## src/rtl/hmem_ctrl.sv

```systemverilog
// hmem_ctrl: splits LINE_W hart line reads/writes into BEAT_W req/ack beats
// and arbitrates the hart AMO lock. Ports: h_* hart line bus and AMO
// handshake, h_inv/h_inv_addr line invalidate, m_* beat port.
// Optional feature: HMEM_INV_EN enables the write-invalidate pulse.
module hmem_ctrl #(
  parameter int          LINE_W   = 256,
  parameter int          BEAT_W   = 64,
  parameter logic [63:0] MEM_BASE = 64'h8000_0000,
  parameter logic [63:0] MEM_SIZE = 64'h0001_0000
) (
  input  logic              h_clk,
  input  logic              h_rst_n,
  input  logic [63:0]       h_addr,
  input  logic              h_rd,
  input  logic              h_wr,
  input  logic [LINE_W-1:0] h_data_out,
  output logic [LINE_W-1:0] h_data_in,
  output logic              h_dv,
  input  logic              h_amo_req,
  output logic              h_amo_ack,
  output logic [63:0]       h_inv_addr,
  output logic              h_inv,
  output logic [63:0]       m_addr,
  output logic              m_req,
  output logic              m_we,
  output logic [BEAT_W-1:0] m_wdata,
  input  logic [BEAT_W-1:0] m_rdata,
  input  logic              m_ack
);

  localparam int N  = LINE_W / BEAT_W;
  localparam int IW = (N > 1) ? $clog2(N) : 1;
  localparam logic [63:0] LMASK = 64'(LINE_W / 8 - 1);
  localparam logic [63:0] BSTEP = 64'(BEAT_W / 8);

  typedef enum logic [1:0] {
    IDLE,
    BEAT,
    DONE,
    RELEASE
  } state_t;

  state_t            state;
  logic [63:0]       lbase;
  logic [LINE_W-1:0] wbuf;
  logic [LINE_W-1:0] rbuf;
  logic [LINE_W-1:0] merged;
  logic              dir;
  logic [IW-1:0]     idx;

  logic [63:0] abase;
  logic        in_range;
  logic        last;
  logic        beat_done;
  logic        amo_grant;

  assign abase     = h_addr & ~LMASK;
  assign in_range  = (abase >= MEM_BASE) &&
                     ((abase - MEM_BASE) < MEM_SIZE);
  assign last      = (idx == IW'(N - 1));
  assign beat_done = (state == BEAT) && m_req && m_ack;

  // DONE grants a lock requested mid-transaction; idle points
  // grant only when no strobe is waiting to be serviced.
  assign amo_grant = (state == DONE) ||
                     (((state == IDLE) || (state == RELEASE)) &&
                      !h_rd && !h_wr);

  // read line with the beat currently being acked merged in
  always_comb begin
    merged = rbuf;
    merged[int'(idx)*BEAT_W +: BEAT_W] = m_rdata;
  end

  always_ff @(posedge h_clk) begin
    if (!h_rst_n) begin
      state     <= IDLE;
      lbase     <= '0;
      wbuf      <= '0;
      rbuf      <= '0;
      dir       <= 1'b0;
      idx       <= '0;
      h_data_in <= '0;
      h_dv      <= 1'b0;
      h_amo_ack <= 1'b0;
      m_addr    <= '0;
      m_req     <= 1'b0;
      m_we      <= 1'b0;
      m_wdata   <= '0;
    end else begin
      h_dv <= 1'b0;
      if (!h_amo_req)
        h_amo_ack <= 1'b0;
      else if (amo_grant)
        h_amo_ack <= 1'b1;
      unique case (state)
        IDLE: begin
          if (h_wr || h_rd) begin
            dir   <= h_wr;
            lbase <= abase;
            wbuf  <= h_data_out;
            idx   <= '0;
            if (in_range) begin
              state   <= BEAT;
              m_req   <= 1'b1;
              m_we    <= h_wr;
              m_addr  <= abase;
              m_wdata <= h_wr ? h_data_out[BEAT_W-1:0] : '0;
            end else begin
              state <= DONE;
              h_dv  <= 1'b1;
              if (!h_wr)
                h_data_in <= '0;
            end
          end
        end
        BEAT: begin
          if (m_req) begin
            if (m_ack) begin
              m_req <= 1'b0;
              m_we  <= 1'b0;
              if (!dir)
                rbuf <= merged;
              if (last) begin
                state <= DONE;
                h_dv  <= 1'b1;
                if (!dir)
                  h_data_in <= merged;
              end else begin
                idx <= idx + 1'b1;
              end
            end
          end else begin
            // gap cycle over: issue the next beat
            m_req   <= 1'b1;
            m_we    <= dir;
            m_addr  <= lbase + 64'(idx) * BSTEP;
            m_wdata <= dir ? wbuf[int'(idx)*BEAT_W +: BEAT_W] : '0;
          end
        end
        DONE: begin
          state <= RELEASE;
        end
        RELEASE: begin
          // hold until the serviced level drops
          if (dir ? !h_wr : !h_rd)
            state <= IDLE;
        end
      endcase
    end
  end

`ifdef HMEM_INV_EN
  logic inv_set;

  assign inv_set = beat_done && last && dir;

  always_ff @(posedge h_clk) begin
    if (!h_rst_n) begin
      h_inv      <= 1'b0;
      h_inv_addr <= '0;
    end else begin
      h_inv <= inv_set;
      if (inv_set)
        h_inv_addr <= lbase;
    end
  end
`else
  assign h_inv      = 1'b0;
  assign h_inv_addr = '0;
`endif

endmodule

```

## config.mk

```make
export PLATFORM = sky130hd
export DESIGN_NAME = hmem_ctrl
export DESIGN_NICKNAME = d
export VERILOG_FILES = /design/src/rtl/hmem_ctrl.sv
export SDC_FILE = /design/constraint.sdc
export NUM_CORES = 2
export LEC_CHECK = 0
export BUFFER_PORTS_ARGS = -buffer_cell sky130_fd_sc_hd__buf_2
export CORE_AREA = 2 2 332 334
export DETAILED_ROUTE_END_ITERATION = 10
export DIE_AREA = 0 0 334 336
export PLACE_DENSITY = 0.63
export SLEW_MARGIN = 20
export SYNTH_ARGS = -nofsm -noshare
export SYNTH_HDL_FRONTEND = slang
export SYNTH_SLANG_ARGS = --single-unit
```

## constraint.sdc

```tcl
create_clock -name h_clk -period 3.3 [get_ports h_clk]
set_input_delay 0.66 -clock h_clk [delete_from_list [all_inputs] [get_ports h_clk]]
set_output_delay 0.66 -clock h_clk [all_outputs]
set_load 0.03 [all_outputs]
```

==> impl_metrics.csv <==
group,metric,value,unit
synthesis,synth_top_area_share,0.451,
setup_path,worstSetupEndpointType,"register",
synthesis,netlist_instances,4891,
clock_tree,clk_latency,0.71,ns
placed_design,port_buffers,769,
synthesis,yosys.area.top_type,"dfxtp_1",
setup_path,critical_path_required,3.91,ns
setup_path,path_common_cell,"buf_12",
die,ios,843,
clock_tree,cts.sinks,961,
die,dieHeight,336,um
clock_tree,cts_buffers,103,
flow_run,cap_violations,0,
clock_tree,cts_setup_buffers,0,
sta,finalCriticalPeriod,2.78,ns
sta,setup_ws,0.523,ns
power,peakVddDrop,0.471,mV
synthesis,postSynthAreaPerCell,8.73,um2
drt,firstDrtPassIters,5,
die,core,108000,um2
drt,post_drt_wl_per_cell,20.8,um
drt,routed_wl,146000,um
layout,multi_input_area,21100,um2
drt,ant_nets,0,
synthesis,ys_async_sr_fraction,0,
outcome,status,"complete, no violations",
clock_tree,tritoncts,"yes",
layout,layout.area.seq,19200,um2
layout,fill_cells,10398,
layout,layout-drive-gt1-share,0.224,
clock_tree,clk_pin_slew_worst_paths,0.06,ns
sta,slew_headroom,0.306,
sta,drv_slew,0,
synthesis,dominantRegCellSynth,"dfxtp_1",
sta,fmax,360,MHz
die,fp.dieW,334,um
layout,area_growth,20.7,%
placed_design,dp_slack,-0.189,ns
global_route,antenna_found_initial,37,
sta,setup_viol,0,
layout,final_cell_mix,"nand2_1 (980), dfxtp_1 (958), buf_2 (768)",
synthesis,yosys_warnings,0,
sta,worst_slew_pin_slew,1.04,ns
drt,first_iter_violations,3421,
synthesis,synth_edf_count,0,
placed_design,hpwl,97600,um
setup_path,worstSetupPathType,"in2reg",
synthesis,syn_area,42700,um2
setup_path,crit_path_cell_trace,"buf_2 > inv_1 > ha_1 > nor3b_1 > buf_4 > nand3_1 > o31ai_1 > nand2_1 > nor4_4 > a31o_4 > buf_12 > buf_12 > mux2i_1",
clock_tree,clockBufferDepth,3,
synthesis,ys_types,66,
sta,hold_viol_final,0,
global_route,gr-total-overflow,0,
setup_path,cp_slowest_cell,"nor4_4",
synthesis,ys_seq_elements,961,
power,power_density,721,nW/um2
synthesis,ys_seq_area_frac,0.451,
sta,worst_clock_skew,0.0503,ns
clock_tree,cts_resized,0,
global_route,grt_pass1_vias,35727,
placed_design,dp.cells,6789,
sta,period_share,0.841,
global_route,grt_pass1_wl,218000,um
global_route,grt.total_usage,0.248,
clock_tree,htree_levels,3,
placed_design,place.gp.congestion,0.892,
drt,post-route-drc-count,0,
layout,final_common_cell,"nand2_1",
hold_path,worst_hold_path_type,"in2reg",
sta,rsz0062_at_grt,"false",
clock_tree,cts_hold_buf,0,
clock_tree,root_buffer,"clkbuf_16",
layout,fin_cells,7006,
drt,avgViaCountPerCell,5.42,
layout,fin_nets,5881,
die,rows,121,
setup_path,crit_arrival,3.39,ns
die,initial_core_util,0.394,
setup_path,crit_path_start_kind,"input pin",
drt,vias,37992,
layout,post-route-util,0.475,
power,p_leak,20.7,nW
synthesis,netlist_top_cells_area,"dfxtp_1 (45%), nand2_1 (8.6%), a21oi_1 (6.6%)",
setup_path,crit_buf_inv,5,
die,die_area,112000,um2
global_route,grt_max_degree,195,
setup_path,cp_top_family,"simple AND/OR/NAND/NOR gates",
setup_path,path_max_fanout,21,
setup_path,max_stage_delay,0.47,ns
path summary, 6_finish.rpt:
| check | start | to | slack, ns | cells past startpoint |
|---|---|---|---|---|
| setup / recovery | h_addr[31] | h_data_in[171]$_SDFFE_PN0P_ | 0.52 | 13 |
| hold / removal | h_data_out[209] | wbuf[209]$_SDFFE_PN0P_ | 0.19 | 3 |
| setup reg to reg | idx[1]$_SDFFE_PN0P_ | h_data_in[255]$_SDFFE_PN0P_ | 0.68 | 7 |
| hold reg to reg | lbase[45]$_SDFFE_PN0P_ | lbase[45]$_SDFFE_PN0P_ | 0.45 | 2 |
flip-flops by register name, indices dropped and copies added (netlist names):
name / flops
m_we: 1
h_amo_ack: 1
rbuf: 256
idx: 2
wbuf: 256
m_addr: 61
lbase: 59
m_req: 1
dir: 1
state: 2
h_data_in: 256
m_wdata: 64
h_dv: 1
per-layer routing:
| layer | up-vias | wire, um | global-route usage |
|---|---|---|---|
| li1 | 18035 | - | - |
| met1 | 18359 | 61200 | 0.319 |
| met2 | 1297 | 68300 | 0.402 |
| met3 | 287 | 9840 | 0.0512 |
| met4 | 14 | 6140 | 0.112 |
| met5 | - | 94 | 0 |
kinds of logic (layout without fill, tap and decap cells):
| group | Yosys count | count (layout) | share of synthesized area |
|---|---|---|---|
| AOI/OAI and AO/OA | 1180 | 1180 | 0.190 |
| buffers and inverters | 524 | 1130 | 0.0638 |
| other | 1 | 96 | 0.0000878 |
| muxes | 322 | 322 | 0.0943 |
| xor gates and xnor gates | 2 | 2 | 0.000410 |
| DFF | 961 | 961 | 0.451 |
| and+or+nand+nor | 1890 | 1890 | 0.198 |
| adders and majority gates | 11 | 11 | 0.00322 |
stage by stage:
stage / area [um2] / power (W) / setup TNS, ns / hold slack, ns
floorplan: 42900 / 0.0223 / 0 / 0.433
global placement: 47900 / 0.0251 / -42.65 / 0.440
detailed placement: 47900 / 0.0253 / -37.99 / 0.444
CTS: 51500 / 0.0373 / 0 / 0.139
global route: 51500 / 0.0388 / 0 / 0.163
finish: 51500 / 0.0372 / 0 / 0.187
power by group:
group,switching (W),internal (W)
Clock,0.00503,0.00705
Sequential,0.000728,0.0129
Combinational,0.00718,0.00427
Total,0.0129,0.0242
layout make-up:
type,instances,share of cell area
multi-input cells,3473,0.410
well taps,1414,0.0343
repair buffers,929,0.111
clock buffers,153,0.0599
clock inverters,36,0.00896
flip-flops and latches,961,0.374
diodes,28,0.00136
inverters,12,0.00104
worst min-delay path: stages:
cell and delay, ns:
buf_2 0.09, nand2_1 0.04, a21oi_1 0.05
cells in the mapped netlist (13+ instances only):
cell / instances
clkbuf_1: 365
a211oi_2: 48
buf_2: 22
a21oi_1: 563
a311oi_1: 73
nand3_1: 15
a211oi_1: 263
nand2_1: 981
buf_12: 23
o221a_1: 59
mux4_2: 64
buf_1: 20
mux2i_1: 257
dfxtp_1: 961
a211o_1: 74
nor2_1: 393
buf_4: 73
nor3_1: 13
nand2b_1: 256
nor2b_1: 187
a22oi_1: 66
No activity file was read; power rests on OpenSTA's default activity.
